`config.mk`:
```
export PLATFORM = sky130hd
export DESIGN_NAME = sound_arbiter
export DESIGN_NICKNAME = d
export VERILOG_FILES = /design/src/rtl/sound_arbiter_pkg.sv /design/src/rtl/sound_arbiter_tone_gen.sv /design/src/rtl/sound_arbiter.sv
export SDC_FILE = /design/constraint.sdc
export NUM_CORES = 1
export LEC_CHECK = 0
export BUFFER_PORTS_ARGS = -buffer_cell sky130_fd_sc_hd__clkbuf_2
export CORE_MARGIN = 1
export CORE_UTILIZATION = 51
export DETAILED_ROUTE_END_ITERATION = 10
export GPL_TIMING_DRIVEN = 0
export PLACE_DENSITY = 0.78
export SYNTH_ARGS = -nofsm -noshare
export SYNTH_HDL_FRONTEND = slang
export SYNTH_SLANG_ARGS = --single-unit
```
`constraint.sdc`:
```
create_clock -name CLK -period 6.3 [get_ports CLK]
set_input_delay 1.26 -clock CLK [delete_from_list [all_inputs] [get_ports CLK]]
set_output_delay 1.26 -clock CLK [all_outputs]
set_load 0.01 [all_outputs]
```
`src/rtl/sound_arbiter_pkg.sv`:
```
// Shared constants for the sound arbiter: FSM state codes, jingle ids,
// owner codes and the half-period lookup tables for tones and jingles.
package sound_arbiter_pkg;

    // Arbiter FSM state encodings.
    localparam logic [1:0] SND_IDLE_S = 2'd0;
    localparam logic [1:0] SND_TONE_S = 2'd1;
    localparam logic [1:0] SND_NOTE_S = 2'd2;
    localparam logic [1:0] SND_GAP_S  = 2'd3;

    // Jingle ids; also the bit positions of the pending flags.
    localparam logic [1:0] JNG_START = 2'd0;
    localparam logic [1:0] JNG_LOSE  = 2'd1;
    localparam logic [1:0] JNG_HS    = 2'd2;

    // Speaker owner codes presented on SRC.
    localparam logic [1:0] SRC_NONE   = 2'd0;
    localparam logic [1:0] SRC_TONE   = 2'd1;
    localparam logic [1:0] SRC_JINGLE = 2'd2;

    // Half-periods are 17 bits wide: the last two LOSE notes (70000, 80000)
    // do not fit in 16 bits and would otherwise wrap to a much higher pitch.
    localparam int HP_W = 17;

    // Half-period of the per-colour button tone.
    function automatic logic [HP_W-1:0] tone_hp(input logic [1:0] sel);
        logic [HP_W-1:0] hp;
        case (sel)
            2'd0:    hp = 17'd30120;
            2'd1:    hp = 17'd40323;
            2'd2:    hp = 17'd49603;
            default: hp = 17'd59809;
        endcase
        return hp;
    endfunction

    // Half-period of note nidx of jingle jid.
    function automatic logic [HP_W-1:0] jingle_hp(input logic [1:0] jid,
                                                  input logic [1:0] nidx);
        logic [HP_W-1:0] hp;
        case (jid)
            JNG_LOSE: begin
                case (nidx)
                    2'd0:    hp = 17'd49603;
                    2'd1:    hp = 17'd59809;
                    2'd2:    hp = 17'd70000;
                    default: hp = 17'd80000;
                endcase
            end
            JNG_HS: begin
                case (nidx)
                    2'd0:    hp = 17'd20000;
                    2'd1:    hp = 17'd24000;
                    2'd2:    hp = 17'd20000;
                    default: hp = 17'd15000;
                endcase
            end
            default: begin
                case (nidx)
                    2'd0:    hp = 17'd40323;
                    2'd1:    hp = 17'd30120;
                    2'd2:    hp = 17'd24000;
                    default: hp = 17'd20000;
                endcase
            end
        endcase
        return hp;
    endfunction

endpackage

```
`src/rtl/sound_arbiter_tone_gen.sv`:
```
// Square-wave generator: OUT toggles every HP enabled cycles. Disabling, or
// changing HP, starts a fresh waveform that begins low with the count at 0.
module sound_arbiter_tone_gen
    import sound_arbiter_pkg::*;
(
    input  logic            CLK,
    input  logic            RST_N,
    input  logic            EN,
    input  logic [HP_W-1:0] HP,
    output logic            OUT
);

    logic [HP_W-1:0] count;
    logic [HP_W-1:0] hp_q;
    logic            out_q;
    logic            en_q;
    logic            fresh;
    logic [HP_W-1:0] count_eff;
    logic            out_eff;

    // A waveform restarts on the first enabled cycle or when HP changes.
    always_comb begin
        // NOTE: every always_comb output gets a default first so no latch is inferred.
        fresh     = !en_q || (HP != hp_q);
        count_eff = count;
        out_eff   = out_q;
        if (fresh) begin
            count_eff = '0;
            out_eff   = 1'b0;
        end
    end

    // Half-period counter and output flop.
    always_ff @(posedge CLK or negedge RST_N) begin
        if (!RST_N) begin
            count <= '0;
            hp_q  <= '0;
            out_q <= 1'b0;
            en_q  <= 1'b0;
        end else begin
            // NOTE: sequential state uses non-blocking assignments so all flops update together.
            en_q <= EN;
            hp_q <= HP;
            if (!EN) begin
                count <= '0;
                out_q <= 1'b0;
            end else if (count_eff == HP - 17'd1) begin
                count <= '0;
                out_q <= ~out_eff;
            end else begin
                count <= count_eff + 17'd1;
                out_q <= out_eff;
            end
        end
    end

    // Silence immediately when disabled and at the first cycle of a new waveform.
    assign OUT = EN && out_q && !fresh;

endmodule

```
`src/rtl/sound_arbiter.sv`:
```
// Speaker arbiter: latches jingle event pulses, picks the owner of the piezo
// by fixed priority (HS > LOSE > START > colour tone), sequences the four
// notes of a jingle with note/gap timers and drives the tone generator.
module sound_arbiter
    import sound_arbiter_pkg::*;
#(
    parameter int unsigned NOTE_CYCLES = 3_125_000,
    parameter int unsigned GAP_CYCLES  = 625_000
) (
    input  logic       CLK,
    input  logic       RST_N,
    input  logic       TONE_REQ,
    input  logic [1:0] TONE_SEL,
    input  logic       EVT_START,
    input  logic       EVT_LOSE,
    input  logic       EVT_HS,
    input  logic       MUTE,
    output logic       SPK,
    output logic       BUSY,
    output logic [1:0] SRC
);

    // Timers count down to zero, so a phase of N cycles loads N-1.
    localparam logic [24:0] NOTE_LOAD = 25'(NOTE_CYCLES - 1);
    localparam logic [24:0] GAP_LOAD  = 25'(GAP_CYCLES - 1);

    logic [1:0]      state;
    logic [1:0]      state_next;
    logic [2:0]      pend;        // pending flags, bit index = jingle id
    logic [1:0]      jid;
    logic [1:0]      nidx;
    logic [24:0]     timer;
    logic            any_pend;
    logic            timer_done;
    logic            launch;
    logic [1:0]      launch_id;
    logic [2:0]      launch_mask;
    logic            gen_en;
    logic [HP_W-1:0] gen_hp;
    logic            gen_out;

    assign any_pend   = |pend;
    assign timer_done = (timer == 25'd0);
    assign launch_id  = pend[JNG_HS]   ? JNG_HS   :
                        pend[JNG_LOSE] ? JNG_LOSE : JNG_START;

    // Next-state and jingle-launch decision.
    always_comb begin
        state_next = state;
        launch     = 1'b0;
        case (state)
            SND_IDLE_S: begin
                if (any_pend) begin
                    state_next = SND_NOTE_S;
                    launch     = 1'b1;
                end else if (TONE_REQ) begin
                    state_next = SND_TONE_S;
                end
            end
            SND_TONE_S: begin
                if (any_pend) begin
                    state_next = SND_NOTE_S;
                    launch     = 1'b1;
                end else if (!TONE_REQ) begin
                    state_next = SND_IDLE_S;
                end
            end
            SND_NOTE_S: begin
                if (timer_done) state_next = SND_GAP_S;
            end
            default: begin
                if (timer_done) begin
                    if (nidx != 2'd3) begin
                        state_next = SND_NOTE_S;
                    end else if (any_pend) begin
                        state_next = SND_NOTE_S;
                        launch     = 1'b1;
                    end else begin
                        state_next = SND_IDLE_S;
                    end
                end
            end
        endcase
        launch_mask = launch ? (3'b001 << launch_id) : 3'b000;
    end

    // FSM, pending flags, jingle pointer and phase timer.
    always_ff @(posedge CLK or negedge RST_N) begin
        if (!RST_N) begin
            state <= SND_IDLE_S;
            pend  <= 3'b000;
            jid   <= JNG_START;
            nidx  <= 2'd0;
            timer <= 25'd0;
        end else begin
            state <= state_next;
            // A pulse in the launch cycle re-arms the flag being cleared.
            pend  <= (pend & ~launch_mask) | {EVT_HS, EVT_LOSE, EVT_START};
            if (launch) begin
                jid  <= launch_id;
                nidx <= 2'd0;
            end else if (state == SND_GAP_S && timer_done) begin
                nidx <= nidx + 2'd1;
            end
            if (state_next != state) begin
                if (state_next == SND_NOTE_S)     timer <= NOTE_LOAD;
                else if (state_next == SND_GAP_S) timer <= GAP_LOAD;
                else                              timer <= 25'd0;
            end else if (!timer_done) begin
                timer <= timer - 25'd1;
            end
        end
    end

    // Owner / busy flags and tone-generator control from the current state.
    always_comb begin
        SRC    = SRC_NONE;
        BUSY   = 1'b0;
        gen_en = 1'b0;
        gen_hp = tone_hp(TONE_SEL);
        case (state)
            SND_TONE_S: begin
                SRC    = SRC_TONE;
                gen_en = 1'b1;
            end
            SND_NOTE_S: begin
                SRC    = SRC_JINGLE;
                BUSY   = 1'b1;
                gen_en = 1'b1;
                gen_hp = jingle_hp(jid, nidx);
            end
            SND_GAP_S: begin
                SRC  = SRC_JINGLE;
                BUSY = 1'b1;
            end
            default: ;
        endcase
    end

    sound_arbiter_tone_gen u_tone_gen (
        .CLK   (CLK),
        .RST_N (RST_N),
        .EN    (gen_en),
        .HP    (gen_hp),
        .OUT   (gen_out)
    );

    assign SPK = gen_out & ~MUTE;

endmodule

```
Word-level counts from Yosys, hierarchy flattened:

Index checks and enable logic that the tools add are counted.

* eq/ne operators: 16
* muxes and demuxes: 37
* add/subtract/negate cells: 4
* reduce and logical (&&, ||, !) cells: 16
* shift-type cells: 1
* bitwise operators: 6

Operator list (count)
* one-hot mux 16 bit (3 select lines): 2
* 2-to-1 mux 17 bit: 4
* one-hot mux 17 bit (3 select lines): 1
* 2-to-1 mux 25 bit: 2
* one-hot mux 17 bit (2 select lines): 1
* one-hot mux 15 bit (2 select lines): 1
* zero test 25 bit: 1
* subtractor 25 x 1 -> 25 bit, second input constant: 1
* 2-to-1 mux 2 bit: 11
* 2-to-1 mux 22 bit: 1
* 2-to-1 mux 20 bit: 1
* adder 17 x 1 -> 17 bit, second input constant: 1
* equality test 17 bit: 1
* != test 17 bit: 1
* subtractor 17 x 1 -> 17 bit, second input constant: 1
* equality test 2 bit, second input constant: 7
* 2-to-1 mux 1 bit: 9
* equality test 2 x 1 -> 1 bit, second input constant: 4
* OR reduction 2 bit: 4
* zero test 2 bit: 3
* one-hot mux 2 bit (3 select lines): 1
* one-hot mux 2 bit (2 select lines): 1
* bitwise AND 3 bit: 1
* logical AND 1 bit: 3
* 15 further kinds: 17

* flip-flop bits (word level): 70
* word-level logic and storage cells: 89
* output and inout bits: 4
* input port bits: 9

Logic depth before layout (Yosys ltp):

* depth after elaboration: 11
* mapped depth: 18
* gate-level depth less buffers: 16

Cells and area by module:

From an unflattened synthesis, not the netlist that was laid out.

* cells, all modules: 564
* area, all modules: 5074.9 um^2

By module, submodules not included
* sound_arbiter_tone_gen: area an instance 2556.2 um^2, instances 1, seq. area each 900.9 um^2, cells an instance 266
* sound_arbiter: area an instance 2518.7 um^2, instances 1, seq. area each 850.8 um^2, cells an instance 298

Worst setup path after synthesis:

Ideal clock, no wire load.

* path type: input port to output port
* from: input TONE_SEL[0]
* to: output SPK
* buffers on the path: 1
* cell stages on the path: 11
* data arrival time: 4.112 ns
* data required time: 5.040 ns
* slack: 0.928 ns
* cells stage by stage: inv_1 -> ha_1 -> nor2b_1 -> a311oi_1 -> xnor2_1 -> nand4_1 -> or4_4 -> nor3_1 -> nand2_1 -> clkbuf_1 -> nor3b_1

* cells in the longest elaborated chain, start to end: 8
* elaborated cells on any way between the ends: 10
* classes of those cells: eq/ne (3); mux (2); bitwise (1); reduce/logical (4)

Ends and longest elaborated chain
* start, declared: line sound_arbiter.sv:13 `input logic [1:0] TONE_SEL,`
* equality test 2 bit, or another cell as far along: line sound_arbiter_pkg.sv:28 `case (sel)`
* one-hot mux 16 bit (3 select lines) *: line sound_arbiter_pkg.sv:28
* 2-to-1 mux 17 bit *: line sound_arbiter.sv:121 `case (state)`
* via gen_hp[5]: line sound_arbiter.sv:39 `logic [HP_W-1:0] gen_hp;`
* != test 17 bit *: line sound_arbiter_tone_gen.sv:24 `fresh = !en_q || (HP != hp_q);`
* logical OR 1 bit *: line sound_arbiter_tone_gen.sv:24
* zero test 1 bit *: line sound_arbiter_tone_gen.sv:58 `assign OUT = EN && out_q && !fresh;`
* logical AND 1 bit *: line sound_arbiter_tone_gen.sv:58
* bitwise AND 1 bit *: line sound_arbiter.sv:148 `assign SPK = gen_out & ~MUTE;`
* end, declared: line sound_arbiter.sv:18 `output logic SPK,`

Mark *: on every way through the listed nets, which the timed path passes. The rest lies on a longest branch.

Final worst setup path:

Ends and elaborated chain as after synthesis.

==> out/qor.txt <==
Switching pwr - 243 uW
Vias - 3733
Combinational share of power - 11.2%
First drt pass iteration count - 5
Avg Synthesized Cell Area - 9.00 um2
Commonest non-fill, non-tap cell in the layout - dfrtp_1
Post-DP HPWL - 7220 um
Commonest cells after routing, fill and taps aside - dfrtp_1 (68), xnor2_1 (47), nor2_1 (44)
Worst Path Class, Setup - in -> out
Max Fanout on Critical Path - 10
Sw frac - 24.1%
CTS tree - done
Synthesis-to-finish area growth - 10.5%
Startpoint types - input pin
WP data required - 5.04 ns
Cell mode on critical path - clkbuf_2
Met1 Track Usage GR - 33.6%
Fin crit period - 6.04 ns
Die width - 95.7 um
Die Height - 95.7 um
Final Hold Violating Endpoints - 0
Fmax - 0.166 GHz
HP Class - reg -> reg
M3 GR Usage - 4.47%
Max Cap Viol - 0
Starting DRT DRC Count - 279
Reg-to-reg slack, setup - 1.75 ns
CP Cell Sequence - clkbuf_2, inv_1, ha_1, nor2b_1, a311oi_2, xnor2_1, nand4_1, or4_4, nor3_1, nand2_1, clkbuf_1, nor3b_1, clkbuf_2
Post-Syn Instances - 497
First-pass GRT wire length - 16800 um
Htree depth - 3
Slew HR - 56.9%
Sink Count - 68
Largest net degree at the start of global routing - 41
PD cells - 204 nW/um2
GRT busiest layer - met2
# IOs - 13
FILL cells - 713
CP max-delay cell - nor3_1
Yosys warning count - 0
Core area - 8340 um2
Vias in the first global route - 3552
Worst setup EP type - output pin
Fin util - 59.3%
WP depth - 13
Period utilization - 95.9%
Routed wire per std cell - 15.8 um
Reg clk slew, reported paths - 0.08 ns
Yosys cell types - 72
Clk_skew - 0.0102 ns
CP Buf/Inv Count - 4
Leakage - 0.00202 uW
Reg power frac - 44.5%
Reg2reg path depth - 17
Seq/Total Area, Yosys - 38.0%
CP peak stage delay - 0.57 ns
P_int - 764 uW
Setup_tns - 0 ns
M2 GR Usage - 38.0%
Post-Syn Area - 4470 um2
Worst slew pin tran - 0.642 ns
Placer Congestion - 0.929
Family with the most delay on the worst path - simple AND/OR/NAND/NOR gates
Nets - 552
Hold path depth - 1
Slew Viols, Final - 0
Clk_lat worst skew - 0.35 ns
Unrepaired setup endpoints after global routing - false
Mapped Nets - 528
Final setup vio count - 0
Status - finished clean
Clock Path Buffers - 2
TritonCTS Buffers - 9
Critical Path AT - 4.78 ns
Hold buffers post-CTS - 0
Post-synth EDFFs - 0
FFs w/ async S/R, synth - 100%
Seq cells post-synth - 68
Post-route DRC - 0
Ant. Diodes - 0
GRT Util Overall - 24.4%
Starting Density - 53.6%
FP Rows - 33
Initial antenna violation count - 0
Synth Flop Type - dfrtp_1
Port bufs - 12
Total wire length - 9980 um
Peak supply drop - 149 uV
Clock network fraction of total power - 44.3%
Die Area - 9150 um2
Share of layout cells above drive strength 1 - 10.6%
Routed vias/inst - 5.92
Antenna-violating nets left - 0
Root Driver - clkbuf_8
GRT Residual Overflow - 0
-- state kept, by name, summed over array words and instances (netlist names) --
name,count
u_tone_gen.out_q,1
u_tone_gen.en_q,1
u_tone_gen.count,17
state,2
nidx,2
pend,3
timer,25
jid,2
u_tone_gen.hp_q,15
-- Yosys cell counts (3+ instances only) --
cell,instances,area (um2)
nand3_1,9,45.0
a21oi_1,16,80.1
ha_1,22,275
nand2b_1,6,37.5
or3_1,6,37.5
nor2_1,44,165
inv_1,30,113
and2_1,3,18.8
dfrtp_1,68,1700
o21ai_0,32,160
a31oi_1,3,18.8
o211ai_1,5,37.5
xnor2_1,47,412
nor4_1,13,81.3
buf_4,3,22.5
nor3_1,30,150
or4_1,6,45.0
nand4_1,7,43.8
nor2b_1,6,37.5
buf_2,7,35.0
mux2i_1,3,30.0
and3_1,8,50.1
nand2_1,39,146
clkbuf_1,8,30.0
a211oi_1,4,30.0
xor2_1,13,114
-- power by group through the flow --
| stage | Combinational, uW | Clock [uW] | Sequential (uW) |
|---|---|---|---|
| final | 112 | 446 | 448 |
| after global routing | 124 | 470 | 449 |
| after CTS | 111 | 453 | 448 |
| after detailed placement | 110 | 0 | 457 |
| after global placement | 105 | 0 | 457 |
| after floorplan | 77.2 | 0 | 456 |
-- worst register-to-register path, stage by stage, from the launching register on --
cell and delay (ns):
dfrtp_1 0.44, inv_1 0.14, ha_1 0.31, buf_4 0.21, and3b_1 0.19, a21oi_1 0.30, nand2_1 0.22, ha_1 0.32
ha_1 0.24, xnor2_1 0.14, xnor2_1 0.13, a2111oi_0 0.33, o211a_1 0.21, o2111ai_1 0.11, a2111o_1 0.48, nor2_2 0.31
buf_4 0.25, nor3_1 0.07
-- layout make-up --
| class | instances | area, um2 | area share [%] |
|---|---|---|---|
| multi-input combinational | 377 | 2550 | 51.6 |
| timing repair buffer | 13 | 82.6 | 1.67 |
| sequential | 68 | 1700 | 34.4 |
| buffer | 21 | 114 | 2.30 |
| clock buffer | 10 | 138 | 2.78 |
| tap | 105 | 131 | 2.66 |
| inverter | 31 | 116 | 2.35 |
| clock inverter | 6 | 111 | 2.25 |
-- logic make-up after synthesis --
| group | Yosys count | synth area share, % |
|---|---|---|
| flip-flops | 68 | 38.0 |
| buffers and inverters | 52 | 5.15 |
| adder cells (fa/ha/maj) | 22 | 6.15 |
| AND/OR/NAND/NOR | 195 | 22.8 |
| XOR/XNOR | 61 | 12.2 |
| multiplexers | 4 | 0.923 |
| AO/OA/AOI/OAI | 95 | 14.7 |
-- path summary, 6_finish.rpt --
| kind | to | startpoint |
|---|---|---|
| worst max-delay path | SPK | TONE_SEL[0] |
| worst max register to register | u_tone_gen.count[8] | state[0] |
| min in group asynchronous | timer[8] | RST_N |
| max in group asynchronous | u_tone_gen.hp_q[9] | RST_N |
| worst min register to register | pend[1] | pend[1] |
| worst min-delay path | pend[1] | pend[1] |
-- layer usage --
layer  share of wire (%)  wire length, um  vias to the layer above
met2                  48             4760                      134
met3                 5.5              546                       21
met1                  45             4500                     1793
met5                   0                0                        -
li1                    -                -                     1785
met4                 1.6              162                        0
-- per-stage QoR --
stage | std cells | worst slack (ns) | instance area, um2 | hold WS [ns] | total power [uW]
finish | 631 | 0.259 | 4940 | 0.531 | 1010
global route | 631 | 0.0202 | 4940 | 0.566 | 1040
CTS | 631 | 0.0467 | 4940 | 0.536 | 1010
detailed placement | 615 | 0.0497 | 4690 | 0.518 | 567
global placement | 614 | 0.0279 | 4670 | 0.502 | 562
floorplan | 497 | 0.928 | 4470 | 0.489 | 533
-- timing repair --
item / 4_1_cts / 5_1_grt
buffers inserted: 0 / 0
setup endpoints to repair: 0 / 1
gates resized for setup: 0 / 1
Note: power is estimated with default switching activity, not from simulation.
